**src/rtl/sync_frame_tx.sv**
```systemverilog
// rtl/sync_frame_tx.sv - serial frame transmitter: sync code, payload, idle gap
//
// Purpose:
//   Takes one payload word per frame over a valid/ready handshake and shifts
//   it out on a single serial line, one bit per clock:
//     SYNC_CODE (SYNC_LEN bits, bit 0 first),
//     payload   (DATA_W bits, LSB first),
//     idle gap  (GAP_CYCLES cycles of 0, then one IDLE cycle before the next accept).
//   The idle level is 0 and SYNC_CODE[0] is 1, so a quiet line never looks like
//   the start of a sync code to the receiving detector.
//
// Ports:
//   clk          system clock, rising edge
//   rst_n        asynchronous active-low reset; aborts any frame in flight
//   tx_data      payload word, sampled only on the accept edge
//   tx_valid     payload offered
//   tx_ready     high only in IDLE (combinational decode of state)
//   data_out     registered serial line, idle level 0
//   frame_active high while a sync or payload bit is on data_out
//   done         one-cycle pulse in the cycle after the last payload bit

module sync_frame_tx #(
  parameter int                  SYNC_LEN   = 4,
  parameter logic [SYNC_LEN-1:0] SYNC_CODE  = 4'b1001,
  parameter int                  DATA_W     = 8,
  parameter int                  GAP_CYCLES = 1
) (
  input  logic              clk,
  input  logic              rst_n,
  input  logic [DATA_W-1:0] tx_data,
  input  logic              tx_valid,
  output logic              tx_ready,
  output logic              data_out,
  output logic              frame_active,
  output logic              done
);

  // One counter width serves both the bit and the gap counters.
  localparam int MAX_A = (SYNC_LEN > DATA_W) ? SYNC_LEN : DATA_W;
  localparam int MAX_N = (MAX_A > GAP_CYCLES) ? MAX_A : GAP_CYCLES;
  localparam int CNT_W = $clog2(MAX_N + 1);

  localparam logic [CNT_W-1:0] CNT_ZERO  = '0;
  localparam logic [CNT_W-1:0] CNT_ONE   = CNT_W'(1);
  localparam logic [CNT_W-1:0] SYNC_LAST = CNT_W'(SYNC_LEN);
  localparam logic [CNT_W-1:0] DATA_LAST = CNT_W'(DATA_W);
  localparam logic [CNT_W-1:0] GAP_LAST  = CNT_W'(GAP_CYCLES);

  typedef enum logic [1:0] {
    ST_IDLE    = 2'd0,
    ST_SYNC    = 2'd1,
    ST_PAYLOAD = 2'd2,
    ST_GAP     = 2'd3
  } state_t;

  state_t            state_q, state_d;
  logic [CNT_W-1:0]  bit_cnt_q, bit_cnt_d;
  logic [CNT_W-1:0]  gap_cnt_q, gap_cnt_d;
  logic [DATA_W-1:0] shreg_q, shreg_d;
  logic              data_out_q, data_out_d;
  logic              frame_active_q, frame_active_d;
  logic              done_q, done_d;

  // Sync bit selected by bit_cnt. Masking the whole code keeps every code bit
  // in use and avoids an index wider than the code itself.
  logic [SYNC_LEN-1:0] sync_mask;
  logic                sync_bit;

  always_comb begin
    sync_mask = SYNC_LEN'(1) << bit_cnt_q;
    sync_bit  = |(SYNC_CODE & sync_mask);
  end

  // State register and all datapath flops.
  always_ff @(posedge clk or negedge rst_n) begin
    if (!rst_n) begin
      state_q        <= ST_IDLE;
      bit_cnt_q      <= CNT_ZERO;
      gap_cnt_q      <= CNT_ZERO;
      shreg_q        <= '0;
      data_out_q     <= 1'b0;
      frame_active_q <= 1'b0;
      done_q         <= 1'b0;
    end else begin
      state_q        <= state_d;
      bit_cnt_q      <= bit_cnt_d;
      gap_cnt_q      <= gap_cnt_d;
      shreg_q        <= shreg_d;
      data_out_q     <= data_out_d;
      frame_active_q <= frame_active_d;
      done_q         <= done_d;
    end
  end

  // Next-state logic.
  always_comb begin
    state_d = state_q;
    case (state_q)
      ST_IDLE: begin
        if (tx_valid) state_d = ST_SYNC;
      end
      ST_SYNC: begin
        if (bit_cnt_q == SYNC_LAST) state_d = ST_PAYLOAD;
      end
      ST_PAYLOAD: begin
        if (bit_cnt_q == DATA_LAST) state_d = ST_GAP;
      end
      ST_GAP: begin
        if (gap_cnt_q == GAP_LAST) state_d = ST_IDLE;
      end
      default: state_d = ST_IDLE;
    endcase
  end

  // Output and datapath logic. The line is low unless a state drives a bit;
  // done is a pulse, so it also defaults low.
  always_comb begin
    bit_cnt_d      = bit_cnt_q;
    gap_cnt_d      = gap_cnt_q;
    shreg_d        = shreg_q;
    data_out_d     = 1'b0;
    frame_active_d = frame_active_q;
    done_d         = 1'b0;

    case (state_q)
      ST_IDLE: begin
        frame_active_d = 1'b0;
        if (tx_valid) begin
          // Accept edge: sync bit 0 goes on the line immediately.
          shreg_d        = tx_data;
          data_out_d     = sync_bit;
          frame_active_d = 1'b1;
          bit_cnt_d      = CNT_ONE;
        end
      end

      ST_SYNC: begin
        if (bit_cnt_q == SYNC_LAST) begin
          // Last sync bit already sent; first payload bit follows without a bubble.
          data_out_d = shreg_q[0];
          shreg_d    = shreg_q >> 1;
          bit_cnt_d  = CNT_ONE;
        end else begin
          data_out_d = sync_bit;
          bit_cnt_d  = bit_cnt_q + CNT_ONE;
        end
      end

      ST_PAYLOAD: begin
        if (bit_cnt_q == DATA_LAST) begin
          frame_active_d = 1'b0;
          done_d         = 1'b1;
          bit_cnt_d      = CNT_ZERO;
          gap_cnt_d      = CNT_ONE;
        end else begin
          data_out_d = shreg_q[0];
          shreg_d    = shreg_q >> 1;
          bit_cnt_d  = bit_cnt_q + CNT_ONE;
        end
      end

      ST_GAP: begin
        frame_active_d = 1'b0;
        if (gap_cnt_q == GAP_LAST) begin
          gap_cnt_d = CNT_ZERO;
        end else begin
          gap_cnt_d = gap_cnt_q + CNT_ONE;
        end
      end

      default: begin
        frame_active_d = 1'b0;
        bit_cnt_d      = CNT_ZERO;
        gap_cnt_d      = CNT_ZERO;
      end
    endcase
  end

  assign tx_ready     = (state_q == ST_IDLE);
  assign data_out     = data_out_q;
  assign frame_active = frame_active_q;
  assign done         = done_q;

endmodule

```
**config.mk**
```make
export PLATFORM = sky130hd
export DESIGN_NAME = sync_frame_tx
export DESIGN_NICKNAME = d
export VERILOG_FILES = /design/src/rtl/sync_frame_tx.sv
export SDC_FILE = /design/constraint.sdc
export NUM_CORES = 1
export LEC_CHECK = 0
export BUFFER_PORTS_ARGS = -buffer_cell sky130_fd_sc_hd__buf_2
export CAP_MARGIN = 40
export CELL_PAD_IN_SITES_DETAIL_PLACEMENT = 0
export CELL_PAD_IN_SITES_GLOBAL_PLACEMENT = 1
export CORE_MARGIN = 5
export CORE_UTILIZATION = 40
export DETAILED_ROUTE_END_ITERATION = 7
export PLACE_DENSITY = 0.85
export SLEW_MARGIN = 20
export SYNTH_ARGS = -nofsm -noshare
export SYNTH_HDL_FRONTEND = slang
export SYNTH_SLANG_ARGS = --single-unit
```
**constraint.sdc**
```tcl
create_clock -name clk -period 1.81 [get_ports clk]
set_input_delay 0.181 -clock clk [delete_from_list [all_inputs] [get_ports clk]]
set_output_delay 0.181 -clock clk [all_outputs]
set_load 0.01 [all_outputs]
```
==> summary.md, run 1 <==
| Metric | Value |
|---|---|
| Outcome | `finished clean` |
| Leakage Power | `0.757 nW` |
| Vias in the first global route | `between 1000 and 1500` |
| Root buf cell | `clkbuf_4` |
| Initial antenna violation count | `0` |
| Footprint of the multi-input gates | `778 µm²` |
| GRT Residual Overflow | `0` |
| Final Cycle Share | `0.973` |
| Detailed Route Iter0 Violations | `34` |
| Pre-antenna DRT Iters | `4` |
| Highest clock rate | `~570 MHz` |
| Placement Rows | `21` |
| Die Height | `68.0 µm` |
| DP HPWL | `2060 µm` |
| DRC errors left | `0` |
| Ys Warns | `0` |
| Leading cell type by number of instances after synthesis | `dfrtp_1` |
| IO buf count | `14` |
| Mux contribution to synthesized area | `0.0764` |
| Final nets | `approximately 180` |
| Routed WL per cell | `13.8 µm` |
| CTS H-tree lvls | `1` |
| Synth-to-Final Area Change | `21.5%` |
| CTS Sinks | `21` |
| Post-Synth Simple-Gate Area | `0.189` |
| Register area | `527 µm²` |
| Worst vdd ir | `roughly 0.64 mV` |
| CTS tree | `built` |
| Vias per cell | `~5.3` |
| Worst R2R Setup Slack | `between 40 and 50 ps` |
| Unrepaired setup endpoints after global routing | `yes` |
| PwrDens | `1780 mW/mm²` |
| Crit Path Category | `register to register` |
| Post-Synth XOR/XNOR Area | `0.00652` |
| #FFs+latches synth | `21` |
| Min cycle time layout | `1760 ps` |
| Main combinational cell family by area after synthesis | `compound AO/OA/AOI/OAI gates` |
| R2R cell count | `6` |
| Share of layout cells above drive strength 1 | `0.335` |
| Reg2reg start | `gap_cnt_q[1]$_DFFE_PN0P_` |
| Via count | `roughly 1100` |
| Dominant register cell in the synthesized netlist | `dfrtp_1` |
| R2R Path End | `state_q[1]$_DFFE_PN0P_` |
| Top cell type's share of synthesized area | `0.391` |
| Seq/Total Area, Yosys | `0.391` |
| Starting density of the core | `0.409` |
| Clock latency on the worst-skew pair | `between 300 and 400 ps` |
| Fillers | `307` |
| Synth cell count leaders | `21 x dfrtp_1, 11 x nor2_1, 10 x a21oi_1, 10 x inv_1` |
| Synth Cell Area | `between 0.001 and 0.0015 mm²` |
| Max-slew headroom | `0.673` |
| Crit path DAT | `1970 ps` |
| Clock skew | `about 4.6 ps` |
| I/O pins | `15` |
| Area after DPL | `0.00155 mm²` |
| Die Area | `0.00462 mm²` |
| Antenna cells | `0` |
| CP Capture Type | `register` |
| Cell accounting for the most synthesized area | `dfrtp_1` |
| Fin. Hold Viols | `0` |
| Top cells by area, synth | `dfrtp_1 39%, ha_1 7.4%, mux2i_1 6.0%` |
| Fraction of registers with async set/reset | `1.00` |
| RePlAce Congestion | `0.821` |
| Clock-pin slew on the worst setup and hold paths | `120 ps` |
| Post-Syn Nets | `153` |
| Synth Area in Adders | `0.0745` |
| Max clock buf depth | `2` |
| EDFF count, synth | `0` |
| Worst hold margin | `roughly 110 ps` |
| GRT Resource Usage Total | `0.141` |
| Setup crit start kind | `register` |
| Crit path launch | `gap_cnt_q[1]$_DFFE_PN0P_` |
| Worst slew pin tran | `roughly 490 ps` |
| Hold WC Path Type | `primary input to register` |
| Die X | `68.0 µm` |
| Mapped Cells | `134` |
| Req. time, crit path | `2020 ps` |
| Final setup vio count | `0` |
| Wirelength, routed | `2850 µm` |
| Core Region | `0.00328 mm²` |
| Max-slew violations | `0` |
| Avg Inst Size Synth | `between 10 and 15 µm²` |
| Critical Path Fanout Max | `3` |
| Max cap viols | `0` |
| Antenna Nets Post-Route | `0` |
| Synth cell types | `47` |
| First-pass GRT wire length | `between 4000 and 5000 µm` |
| Pin count of the biggest net entering global routing | `22` |
| Post-synthesis compound-gate area fraction | `0.208` |
| Crit path capture | `state_q[1]$_DFFE_PN0P_` |
| CTS Buf Count | `3` |
| Post-route design area | `0.00163 mm²` |
-- placed cells by master, fill, tap and decap left out, types with 2 or more instances in the layout --
| cell | Yosys | final |
|---|---|---|
| a21o_1 | 2 | 2 |
| buf_4 | 0 | 14 |
| nand2_1 | 4 | 4 |
| clkbuf_4 | 0 | 3 |
| nor2_1 | 11 | 11 |
| a21oi_2 | 2 | 2 |
| dfrtp_1 | 21 | 20 |
| ha_1 | 8 | 5 |
| o21ai_0 | 6 | 5 |
| mux2i_1 | 8 | 8 |
| ha_2 | 0 | 2 |
| o32ai_1 | 2 | 2 |
| nand3_1 | 2 | 2 |
| buf_2 | 1 | 14 |
| nor3b_1 | 3 | 2 |
| nand3b_1 | 3 | 3 |
| nand2b_1 | 2 | 2 |
| mux2_2 | 2 | 2 |
| or4_1 | 3 | 3 |
| a22oi_1 | 2 | 2 |
| or2_2 | 2 | 2 |
| inv_1 | 10 | 10 |
| a21oi_1 | 10 | 10 |
-- kinds of logic (layout without fill, tap and decap cells) --
| logic type | count (synthesis) | after routing |
|---|---|---|
| adders and majority gates | 8 | 8 |
| AOI/OAI and AO/OA | 37 | 37 |
| xor gates and xnor gates | 1 | 1 |
| and+or+nand+nor | 40 | 40 |
| buffers and inverters | 17 | 44 |
| muxes | 10 | 10 |
| DFF | 21 | 21 |
-- through the flow --
step                      utilization  worst slack (ps)  TNS, ps  power (mW)  instances
after floorplan                     -              5.50        0        2.04        134
after global placement          0.470              27.3        0        2.50        200
after detailed placement        0.470              6.37        0        2.57        200
after CTS                       0.483             0.820        0        2.82        205
after global routing            0.497             -36.5    -55.7        3.16        207
final                           0.497              48.2        0        2.90        207
-- sequential cells by signal (all words and copies together) (netlist names) --
signal	cells
shreg_q	8
bit_cnt_q	4
gap_cnt_q	4
state_q	2
data_out	1
done	1
frame_active	1
-- metal layers --
layer / vias up / wire length, µm / track usage
li1: 541 / - / -
met1: 520 / 1370 / 0.189
met2: 30 / 1290 / 0.205
met3: 8 / 106 / 0.0312
met4: 0 / 83 / 0.0893
met5: - / 0 / 0
-- worst max-delay path: stages (launching register included) --
cell,delay [ps]
dfrtp_1,400
inv_1,60
ha_1,120
or3b_1,360
and2_4,190
a211oi_2,180
mux2_2,360
-- timing repair --
action                                  4_1_cts  5_1_grt
hold endpoints to repair                     21        0
buffers inserted                              0        2
pin swaps                                     1        1
endpoints found under the setup margin        3       16
gates resized for setup                       2        9
hold buffers                                  1        0
-- power by group --
group,total (mW),internal (mW),switching [mW]
Combinational,1.89,0.941,0.945
Clock,0.234,0.0826,0.152
Sequential,0.779,0.660,0.119
-- cell type report --
cell class | count | area share
Clock buffer | 3 | 0.0138
Inverter | 10 | 0.0230
Sequential cell | 21 | 0.323
Timing Repair Buffer | 30 | 0.126
Clock inverter | 1 | 0.00307
Multi-Input combinational cell | 96 | 0.477
Tap cell | 46 | 0.0352
-- worst min-delay path by stage --
stage,startpoint,end,cells past startpoint
3_3_place_gp,rst_n,data_out$_DFF_PN0_,1
4_1_cts,tx_data[7],shreg_q[7]$_DFFE_PN0P_,3
3_5_place_dp,rst_n,bit_cnt_q[3]$_DFFE_PN0P_,1
6_report,tx_data[7],shreg_q[7]$_DFFE_PN0P_,3
2_1_floorplan,rst_n,bit_cnt_q[0]$_DFFE_PN0P_,0
5_1_grt,tx_data[7],shreg_q[7]$_DFFE_PN0P_,3
Note: power is estimated with default switching activity, not from simulation.
==> run 2: changes to the inputs <==
Settings changed: ABC_AREA set to 1, CORE_UTILIZATION 40 to 38, PLACE_DENSITY 0.85 to 0.84.
==> run 2 against run 1 <==
  * Sequential cell count unchanged
  * Area after synthesis down 5.3%
  * Register-to-register slack improved by 160 ps
  * Sequential share of layout area rose by 4.8 points
  * First-iteration DRC count decreased by 35%
  * Clock-buffer cell count is 1 higher
  * Critical path depth did not move
  * Die area decreased by 0.28%
  * Synthesized cell count grew 11%
  * Clock power decreased by 6%
  * Critical path type unchanged
  * Largest cell class unchanged
  * Largest power group unchanged
  * Highest routed layer unchanged
==> summary.md, run 2 <==
| Metric | Value |
|---|---|
| Outcome | `finished clean` |
| Core Region | `0.00328 mm²` |
| Reg2reg start | `state_q[0]$_DFFE_PN0P_` |
| Largest regs | `shreg_q: 8 flops, bit_cnt_q: 4 flops, gap_cnt_q: 4 flops` |
| Die X | `67.9 µm` |
| Crit path capture | `shreg_q[0]$_DFFE_PN0P_` |
| Root buf cell | `clkbuf_4` |
| Die Area | `0.00461 mm²` |
| Highest clock rate | `623 MHz` |
| CP Capture Type | `register` |
| Worst slew pin tran | `469 ps` |
| GRT Residual Overflow | `0` |
| Leading cell type in the layout, fill and taps excluded | `nand2_1` |
| Max clock buf depth | `2` |
| Worst stage delay on the critical path | `between 400 and 500 ps` |
| Req. time, crit path | `2000 ps` |
| Wirelength, routed | `2510 µm` |
| Fin. Hold Viols | `0` |
| Avg Inst Size Synth | `8.54 µm²` |
| #FFs+latches synth | `21` |
| Cells on Worst Hold Path | `3` |
| Clock latency on the worst-skew pair | `290 ps` |
| Crit path launch | `state_q[0]$_DFFE_PN0P_` |
| Setup WS post-layout | `204 ps` |
| R2R Path End | `shreg_q[0]$_DFFE_PN0P_` |
| Routed WL per cell | `11.8 µm` |
| Pin count of the biggest net entering global routing | `22` |
| IO buf count | `14` |
| Cell accounting for the most synthesized area | `dfrtp_1` |
| Synth cell types | `23` |
| Vias in the first global route | `~1000` |
| Vias per cell | `4.85` |
| CTS tree | `built` |
| Total power | `roughly 2.4 mW` |
| EDFF count, synth | `0` |
| Max cap viols | `0` |
| Post-Syn Nets | `168` |
| Ys Warns | `0` |
| Fraction of registers with async set/reset | `1.00` |
| CP cell instances | `inv_1 > ha_1 > a21oi_4 > nand3_4 > nand2_1 > o21ai_2` |
| Crit path DAT | `1800 ps` |
| Top cells by area, synth | `dfrtp_1 41%, nand2_1 14%, ha_1 7.9%` |
| Antenna Nets Post-Route | `0` |
| DP HPWL | `just under 2000 µm` |
| CTS Sinks | `21` |
| Most frequent cells in the layout | `47 x nand2_1, 21 x dfrtp_1, 14 x buf_2` |
| Dpl ws | `202 ps` |
| Crit Path Category | `register to register` |
| Worst vdd ir | `between 0.7 and 0.8 mV` |
| Clock-pin slew on the worst setup and hold paths | `110 ps` |
| Detailed Route Iter0 Violations | `22` |
| CTS Buf Count | `3` |
| Final setup vio count | `0` |
| Setup tns final | `0 ps` |
| Placement Rows | `21` |
| First-pass GRT wire length | `4470 µm` |
| Setup crit start kind | `register` |
| RePlAce Congestion | `0.782` |
| Register with the most flip-flops | `shreg_q` |
| Top cell type's share of synthesized area | `0.413` |
| Leakage Power | `0.742 nW` |
| CTS H-tree lvls | `1` |
| Hold WC Path Type | `primary input to register` |
| Initial antenna violation count | `0` |
| Flip-flop count of the largest register after layout | `8` |
| Share of layout cells above drive strength 1 | `0.211` |
| Slowest CP cell | `dfrtp_1` |
| Starting density of the core | `0.387` |
| Synth Cell Area | `about 0.0013 mm²` |
| Max-slew violations | `0` |
| Leading cell type by number of instances after synthesis | `nand2_1` |
| Mapped Cells | `around 150` |
| Via count | `1029` |
| Max-slew headroom | `0.687` |
| Seq/Total Area, Yosys | `0.413` |
| Min cycle time layout | `1610 ps` |
| Clock skew | `3.00 ps` |
| I/O pins | `15` |
| Final Cycle Share | `0.887` |
| DRC errors left | `0` |
| Critical Path Fanout Max | `16` |
| Dominant register cell in the synthesized netlist | `dfrtp_1` |
| Antenna cells | `0` |
| Pre-antenna DRT Iters | `4` |
| Unrepaired setup endpoints after global routing | `no` |
| Synth-to-Final Area Change | `11.3%` |
| PwrDens | `1720 mW/mm²` |
| Synth cell count leaders | `47 x nand2_1, 21 x dfrtp_1, 12 x inv_1` |
| Worst R2R Setup Slack | `200 ps` |
| R2R cell count | `6` |
| Final nets | `~190` |
| Die Height | `67.9 µm` |
| GRT Resource Usage Total | `0.126` |
-- run 2: cell types whose count changed after synthesis, moves of 3 or more --
cell,previous run,this run
clkbuf_1,3,0
nand3b_1,3,0
nor3b_1,3,0
nand4_1,0,3
nor2_1,11,5
nand3_1,2,8
nand2_2,0,3
a21oi_1,10,5
o21ai_2,0,8
or4_1,3,0
nand2_1,4,47
-- run 2: layer usage --
metal	track usage	wire length [µm]	share of wire	vias to the layer above
met5	0	0	0	-
met4	0.0471	29	0.012	0
met3	0.0296	139	0.055	4
met2	0.216	1220	0.48	24
met1	0.154	1120	0.45	484
li1	-	-	-	517
-- run 2: final cells by class --
cell class              count  area, µm²
fillers                   348       1870
well taps                  46       57.6
repair buffers             16       87.6
multi-input cells         111        667
flip-flops and latches     21        526
inverters                  14       52.6
clock buffers               4       26.3
-- run 2: cell families after synthesis --
family,Yosys count,share of synthesized area
AOI/OAI and AO/OA,26,0.141
DFF,21,0.413
adders and majority gates,8,0.0787
and+or+nand+nor,69,0.243
muxes,7,0.0551
buffers and inverters,17,0.0629
xor gates and xnor gates,1,0.00688
-- run 2: timing repair --
item	4_1_cts	5_1_grt
buffers inserted	0	0
hold endpoints to repair	21	0
gates resized for setup	0	0
hold buffers	1	0
-- run 2: power by group --
| group | total [mW] | internal [mW] | switching, mW |
|---|---|---|---|
| clock network | 0.219 | 0.0857 | 0.134 |
| registers | 0.782 | 0.647 | 0.136 |
| logic | 1.43 | 0.550 | 0.879 |
-- run 2: per-stage QoR --
step,hold WS [ps],instance area [µm²],utilization,std cells
finish,134,1420,0.431,212
global route,118,1420,0.431,212
CTS,121,1420,0.431,212
detailed placement,171,1380,0.420,207
global placement,168,1380,0.420,207
floorplan,-115,1270,-,149
-- run 2: worst max-delay path: cells and delay by family (launching register included) --
kind | cells | cell delay [ps]
flip-flops | 1 | 410
AND/OR/NAND/NOR | 2 | 380
AO/OA/AOI/OAI | 2 | 350
adder cells (fa/ha/maj) | 1 | 280
buffers and inverters | 1 | 80
-- run 2: worst min path at each step --
stage               start                        to
2_1_floorplan       rst_n  bit_cnt_q[0]$_DFFE_PN0P_
3_3_place_gp        rst_n  bit_cnt_q[1]$_DFFE_PN0P_
3_5_place_dp        rst_n  bit_cnt_q[3]$_DFFE_PN0P_
4_1_cts        tx_data[7]    shreg_q[7]$_DFFE_PN0P_
5_1_grt        tx_data[7]    shreg_q[7]$_DFFE_PN0P_
6_report       tx_data[7]    shreg_q[7]$_DFFE_PN0P_
